<file path="src/rtl/usb_tx_pkg.sv">
// Shared types and constants for the USB transmit encoder.
// Line levels are packed as {dp, dm}.
package usb_tx_pkg;

  localparam int unsigned BYTE_W    = 8;
  localparam int unsigned BIT_CNT_W = 4;
  localparam int unsigned ONES_W    = 3;
  localparam int unsigned STAT_W    = 8;

  // Number of consecutive ones that forces a stuff bit
  localparam logic [ONES_W-1:0] STUFF_LIMIT = ONES_W'(6);

  typedef logic [1:0] line_t;
  localparam line_t LINE_J   = 2'b10;
  localparam line_t LINE_K   = 2'b01;
  localparam line_t LINE_SE0 = 2'b00;

  typedef enum logic [2:0] {
    ST_IDLE,
    ST_SHIFT,
    ST_STUFF,
    ST_EOP_SE0,
    ST_EOP_J
  } tx_state_t;

  typedef enum logic [1:0] {
    NRZI_HOLD,
    NRZI_TOGGLE,
    NRZI_SE0,
    NRZI_J
  } nrzi_cmd_t;

  // What the encoder does on the current bit strobe
  typedef enum logic [2:0] {
    ACT_IDLE,
    ACT_LOAD,
    ACT_DATA,
    ACT_STUFF,
    ACT_EOP,
    ACT_ABORT,
    ACT_SE0,
    ACT_EOP_J
  } tx_act_t;

  typedef struct packed {
    logic              last;
    logic [BYTE_W-1:0] data;
  } tx_byte_t;

endpackage

</file>
<file path="src/rtl/usb_tx_nrzi.sv">
// NRZI line-level register: holds, toggles J/K, or forces SE0/J on each strobe.
// Ports: clk, n_rst (sync active-low), strobe (bit tick), cmd (action), dp/dm (line).
module usb_tx_nrzi
  import usb_tx_pkg::*;
(
  input  logic      clk,
  input  logic      n_rst,
  input  logic      strobe,
  input  nrzi_cmd_t cmd,
  output logic      dp,
  output logic      dm
);

  line_t level;

  // Level only moves on a bit strobe; a toggle from anything but J lands on J
  always_ff @(posedge clk) begin
    if (!n_rst) begin
      level <= LINE_J;
    end else if (strobe) begin
      case (cmd)
        NRZI_HOLD:   level <= level;
        NRZI_TOGGLE: level <= (level == LINE_J) ? LINE_K : LINE_J;
        NRZI_SE0:    level <= LINE_SE0;
        NRZI_J:      level <= LINE_J;
        default:     level <= level;
      endcase
    end
  end

  assign dp = level[1];
  assign dm = level[0];

endmodule

</file>
<file path="src/rtl/usb_tx_encoder.sv">
// USB transmit encoder: byte holding register, LSB-first shifter, bit stuffing,
// NRZI encoding and EOP generation, all advancing on bit_strobe.
// Ports: clk, n_rst (sync active-low), bit_strobe, tx_data/tx_valid/tx_last/tx_ready
// (byte input handshake), dp/dm (line), busy, underrun (one-cycle pulse).
// Optional: define USB_TX_ENCODER_STATS_EN to add stuff_count (saturating stuff-bit count).
module usb_tx_encoder
  import usb_tx_pkg::*;
(
  input  logic              clk,
  input  logic              n_rst,
  input  logic              bit_strobe,
  input  logic [BYTE_W-1:0] tx_data,
  input  logic              tx_valid,
  input  logic              tx_last,
  output logic              tx_ready,
  output logic              dp,
  output logic              dm,
  output logic              busy,
  output logic              underrun
`ifdef USB_TX_ENCODER_STATS_EN
  ,
  output logic [STAT_W-1:0] stuff_count
`endif
);

  tx_state_t              state;
  tx_byte_t               hold;
  logic                   hold_full;
  logic [BYTE_W-1:0]      shift_reg;
  logic                   cur_last;
  logic [BIT_CNT_W-1:0]   bit_cnt;
  logic [ONES_W-1:0]      ones_cnt;
  logic                   eop_second;
  logic                   eop_lock;

  tx_act_t                act_c;
  logic                   tx_bit_c;
  nrzi_cmd_t              nrzi_cmd_c;
  logic                   accept_c;

  // The holding register also stays closed from a last byte until the packet ends
  assign tx_ready = !(hold_full || eop_lock);
  assign accept_c = tx_valid && tx_ready;

  // Decide what the next strobe does; stuffing takes priority over data and EOP
  always_comb begin
    act_c = ACT_IDLE;
    case (state)
      ST_IDLE: act_c = hold_full ? ACT_LOAD : ACT_IDLE;
      ST_SHIFT, ST_STUFF: begin
        if (ones_cnt == STUFF_LIMIT)                  act_c = ACT_STUFF;
        else if (bit_cnt != BIT_CNT_W'(BYTE_W))       act_c = ACT_DATA;
        else if (cur_last)                            act_c = ACT_EOP;
        else if (hold_full)                           act_c = ACT_LOAD;
        else                                          act_c = ACT_ABORT;
      end
      ST_EOP_SE0: act_c = eop_second ? ACT_EOP_J : ACT_SE0;
      ST_EOP_J:   act_c = ACT_IDLE;
      default:    act_c = ACT_IDLE;
    endcase
  end

  // Bit on the wire this strobe and the matching NRZI command
  always_comb begin
    tx_bit_c   = (act_c == ACT_LOAD) ? hold.data[0] : shift_reg[bit_cnt[2:0]];
    nrzi_cmd_c = NRZI_J;
    case (act_c)
      ACT_LOAD, ACT_DATA:          nrzi_cmd_c = tx_bit_c ? NRZI_HOLD : NRZI_TOGGLE;
      ACT_STUFF:                   nrzi_cmd_c = NRZI_TOGGLE;
      ACT_EOP, ACT_ABORT, ACT_SE0: nrzi_cmd_c = NRZI_SE0;
      default:                     nrzi_cmd_c = NRZI_J;
    endcase
  end

  // Control FSM, holding/shift registers and status outputs
  always_ff @(posedge clk) begin
    if (!n_rst) begin
      state      <= ST_IDLE;
      hold       <= '0;
      hold_full  <= 1'b0;
      shift_reg  <= '0;
      cur_last   <= 1'b0;
      bit_cnt    <= '0;
      ones_cnt   <= '0;
      eop_second <= 1'b0;
      eop_lock   <= 1'b0;
      busy       <= 1'b0;
      underrun   <= 1'b0;
    end else begin
      underrun <= 1'b0;
      if (bit_strobe) begin
        case (act_c)
          ACT_LOAD: begin
            shift_reg <= hold.data;
            cur_last  <= hold.last;
            hold_full <= 1'b0;
            bit_cnt   <= BIT_CNT_W'(1);
            ones_cnt  <= tx_bit_c ? ones_cnt + ONES_W'(1) : '0;
            state     <= ST_SHIFT;
          end
          ACT_DATA: begin
            bit_cnt  <= bit_cnt + BIT_CNT_W'(1);
            ones_cnt <= tx_bit_c ? ones_cnt + ONES_W'(1) : '0;
            state    <= ST_SHIFT;
          end
          ACT_STUFF: begin
            ones_cnt <= '0;
            state    <= ST_STUFF;
          end
          ACT_EOP, ACT_ABORT: begin
            underrun   <= (act_c == ACT_ABORT);
            ones_cnt   <= '0;
            bit_cnt    <= '0;
            eop_second <= 1'b0;
            state      <= ST_EOP_SE0;
          end
          ACT_SE0: eop_second <= 1'b1;
          ACT_EOP_J: begin
            eop_second <= 1'b0;
            state      <= ST_EOP_J;
          end
          default: begin
            if (state == ST_EOP_J) begin
              state    <= ST_IDLE;
              busy     <= 1'b0;
              eop_lock <= 1'b0;
            end
          end
        endcase
      end
      // Byte intake comes last so a new packet's busy/lock win over EOP completion
      if (accept_c) begin
        hold.data <= tx_data;
        hold.last <= tx_last;
        hold_full <= 1'b1;
        busy      <= 1'b1;
        if (tx_last) eop_lock <= 1'b1;
      end
    end
  end

`ifdef USB_TX_ENCODER_STATS_EN
  // Cumulative, saturating count of inserted stuff bits
  always_ff @(posedge clk) begin
    if (!n_rst) begin
      stuff_count <= '0;
    end else if (bit_strobe && (act_c == ACT_STUFF) && (stuff_count != '1)) begin
      stuff_count <= stuff_count + STAT_W'(1);
    end
  end
`endif

  usb_tx_nrzi u_nrzi (
    .clk    (clk),
    .n_rst  (n_rst),
    .strobe (bit_strobe),
    .cmd    (nrzi_cmd_c),
    .dp     (dp),
    .dm     (dm)
  );

endmodule

</file>
<file path="config.mk">
export PLATFORM = sky130hd
export DESIGN_NAME = usb_tx_encoder
export DESIGN_NICKNAME = d
export VERILOG_FILES = /design/src/rtl/usb_tx_pkg.sv /design/src/rtl/usb_tx_nrzi.sv /design/src/rtl/usb_tx_encoder.sv
export SDC_FILE = /design/constraint.sdc
export NUM_CORES = 1
export LEC_CHECK = 0
export ABC_CLOCK_PERIOD_IN_PS = 2400
export CAP_MARGIN = 20
export CORE_MARGIN = 8
export CORE_UTILIZATION = 38
export CTS_BUF_LIST = sky130_fd_sc_hd__clkbuf_2 sky130_fd_sc_hd__clkbuf_4 sky130_fd_sc_hd__clkbuf_8
export CTS_CLUSTER_SIZE = 25
export DETAILED_ROUTE_END_ITERATION = 7
export PLACE_DENSITY = 0.58
export SETUP_SLACK_MARGIN = 0.3
export SLEW_MARGIN = 0
export SYNTH_ARGS = -nofsm -noshare
export SYNTH_HDL_FRONTEND = slang
export SYNTH_SLANG_ARGS = --single-unit
</file>
<file path="constraint.sdc">
create_clock -name clk -period 2.4 [get_ports clk]
set_clock_uncertainty 0.1 [all_clocks]
set_input_delay 0.24 -clock clk [delete_from_list [all_inputs] [get_ports clk]]
set_output_delay 0.24 -clock clk [all_outputs]
set_load 0.02 [all_outputs]
</file>
==> results of run 1 <==
worst paths after layout:
check,start,end,slack [ps]
max reg2reg,bit_cnt[0],bit_cnt[1],260
max,bit_cnt[0],bit_cnt[1],260
min reg2reg,hold[6],hold[6],360
min,hold[6],hold[6],360
synthesized netlist by cell type (2+ instances only):
| master | number |
|---|---|
| o21ai_1 | 4 |
| and3b_1 | 2 |
| a211oi_1 | 3 |
| dfxtp_1 | 35 |
| nand3b_1 | 2 |
| nand2_1 | 31 |
| nor4_1 | 2 |
| nand3_1 | 6 |
| nand2b_1 | 2 |
| o221a_2 | 2 |
| and2_1 | 2 |
| nand2_2 | 2 |
| nand4_1 | 2 |
| nor2_1 | 20 |
| ha_1 | 4 |
| mux2i_1 | 12 |
| or3_1 | 3 |
| buf_2 | 4 |
| inv_1 | 8 |
| o221a_1 | 2 |
| clkbuf_1 | 5 |
| o21ai_0 | 2 |
| a21oi_1 | 23 |
| nor2b_1 | 2 |
| nor3_1 | 10 |
| mux4_1 | 2 |
kinds of logic (layout without fill, tap and decap cells):
family,after synthesis,in the layout,synth area share
buf+inv,19,55,0.0483
mux,14,14,0.0952
simple gates,90,90,0.237
compound gates,51,51,0.201
flops,35,35,0.386
xor+xnor,1,1,0.00483
fa+ha+maj,4,4,0.0276
per-layer routing:
metal	wire, µm	vias to the layer above	GRT usage
met5	0	-	0
met3	233	13	0.0338
met1	2070	786	0.143
li1	-	836	-
met2	2340	69	0.206
met4	140	0	0.0712
power by group through the flow:
stage               registers, W  clock network, W  logic [W]
floorplan               0.000735                 0   0.000764
global placement        0.000760                 0   0.000974
detailed placement      0.000761                 0   0.000956
CTS                     0.000747          0.000439    0.00106
global route            0.000768          0.000468    0.00143
finish                  0.000756          0.000425    0.00134
through the flow:
stage / power (W) / setup slack (ps) / area [µm²] / util
after detailed placement: 0.00172 / 121 / 2060 / 0.442
after global placement: 0.00173 / 153 / 2060 / 0.442
after CTS: 0.00224 / 284 / 2210 / 0.474
after global routing: 0.00267 / 171 / 2390 / 0.513
after floorplan: 0.00150 / 302 / 1820 / -
final: 0.00253 / 264 / 2390 / 0.513
worst register-to-register path, delay by kind of cell, from the launching register on:
kind                       cells  cell delay, ps
buffers and inverters          1              70
adders and majority gates      1             120
AOI/OAI and AO/OA              3             500
muxes                          1             200
and+or+nand+nor                2             750
DFF                            1             330
what timing repair did:
item	in CTS	in global routing
gates cloned	0	1
pin swaps	4	11
endpoints found under the hold margin	0	0
hold buffers	0	0
setup buffers	4	8
resized for setup	8	27
setup endpoints to repair	18	22
cell type report:
cell class	count	area, µm²
fillers	450	2270
multi-input cells	160	1150
flip-flops and latches	35	706
repair buffers	39	347
clock buffers	7	83.8
well taps	54	67.6
inverters	8	30.0
clock inverters	1	5.00
==> reports/results.ini, run 1 <==
[grt]
grt.overflow.total=0
grt.total_usage=0.125
grt_max_degree=30
grt_pass1_vias=1671
grt_pass1_wl_um=7420
antenna_found_initial=0

[route]
routedWlPerCell_um=15.7
wl_um=4780
via_per_inst=5.61
drc_errors=0
vias=1704
first_iter_violations=122
first_pass_iters=4
antenna_left=0

[synthesis]
synth-edff-count=0
synth_top_area_share=0.386
avgSynthCellArea_um2=8.48
synthTopCellsByArea=dfxtp_1 39%, mux2i_1 6.6%, nand2_1 6.4%
synthFlopType=dfxtp_1
synthArstFlopShare=0
syn-num-nets=231
synthCells=214
ys_types=48
synth_seq_cells=35
yosysWarningCount=0
seq_area_frac_synth=0.386
yosys.area.top_type=dfxtp_1
syn_area_mm2=0.00181

[timing]
slew_viol_final=0
setup_viol=0
fmax_mhz=468
hold_viol_final=0
worst_pin_slew_ps=523
rsz0062_at_grt=true
timing.slew.headroom=0.650
layout_min_cycle_time_ps=2140
hold_ws_ps=357
post-route-period-util=0.890
finalSetupTns_ps=0

[power]
peakVddDrop_v=0.000452
comb_power_share=0.532
p_leak_nw=0.974
clockPowerShare=0.168
p_int_w=0.00155
p_sw_w=0.000979
powerDensity_mw_per_mm2=1060
switching_share=0.388
power_frac_seq=0.300

[floorplan]
start_util=0.389
die_area_mm2=0.00724
coreArea_mm2=0.00466
io_pins=18
die_h_um=85.1
die_width_um=85.1
num_rows=25

[setup_path]
critPathSlowestCell=or3_4
critPathArrivalTime_ps=2250
cpPeakStageDelay_ps=470
cp_top_family=simple AND/OR/NAND/NOR gates
path_max_fanout=7
cp.required_ps=2510
worst-setup-path-type=register to register
start_kind=register
worstSetupEndpointType=register
worstPathCellList=inv_2, ha_4, and3b_2, a31oi_4, or3_4, o21a_4, o21ai_4, mux2i_1
crit_buf_inv=1
reg2reg_depth=8
crit_cells=8

[min_path]
min_path_cells=2
hp-class=register to register

[clock_network]
cts.sinks=35
cts_tree=yes
cts.htree.levels=2
clock_path_buffers=2
root_buffer=clkbuf_8
path_clk_slew_ps=70
cts_buffers=5
clk_latency_ps=280

[finish]
largest_reg_flops=9
instances_no_fill=304
syn2layout_area_growth_pct=31.9
drive_gt1_frac=0.248
nets=266
final_common_cell=dfxtp_1
final_cell_mix=31 x dfxtp_1, 30 x nand2_1, 21 x a21oi_1
diodes=0

[place]
gp_congestion=0.876
portBuffers=17
hpwl_um=3040
dp.cells=283

[run]
cap_viol_max_count=0

[run_status]
status=finished, final reports clean

(Power assumes the default switching activity.)
==> inputs of run 2 (changes only) <==
Settings changed: CTS_BUF_LIST sky130_fd_sc_hd__clkbuf_2 sky130_fd_sc_hd__clkbuf_4 sky130_fd_sc_hd__clkbuf_8 to sky130_fd_sc_hd__clkbuf_4 sky130_fd_sc_hd__clkbuf_8.
==> results of run 2 <==
The final DEF is identical to that of run 1; final timing and power are the same.
==> inputs of run 3 (changes only) <==
Settings changed: CTS_CLUSTER_DIAMETER from default to 40.
==> results of run 3 <==
The final DEF is identical to that of run 1; final timing and power are the same.
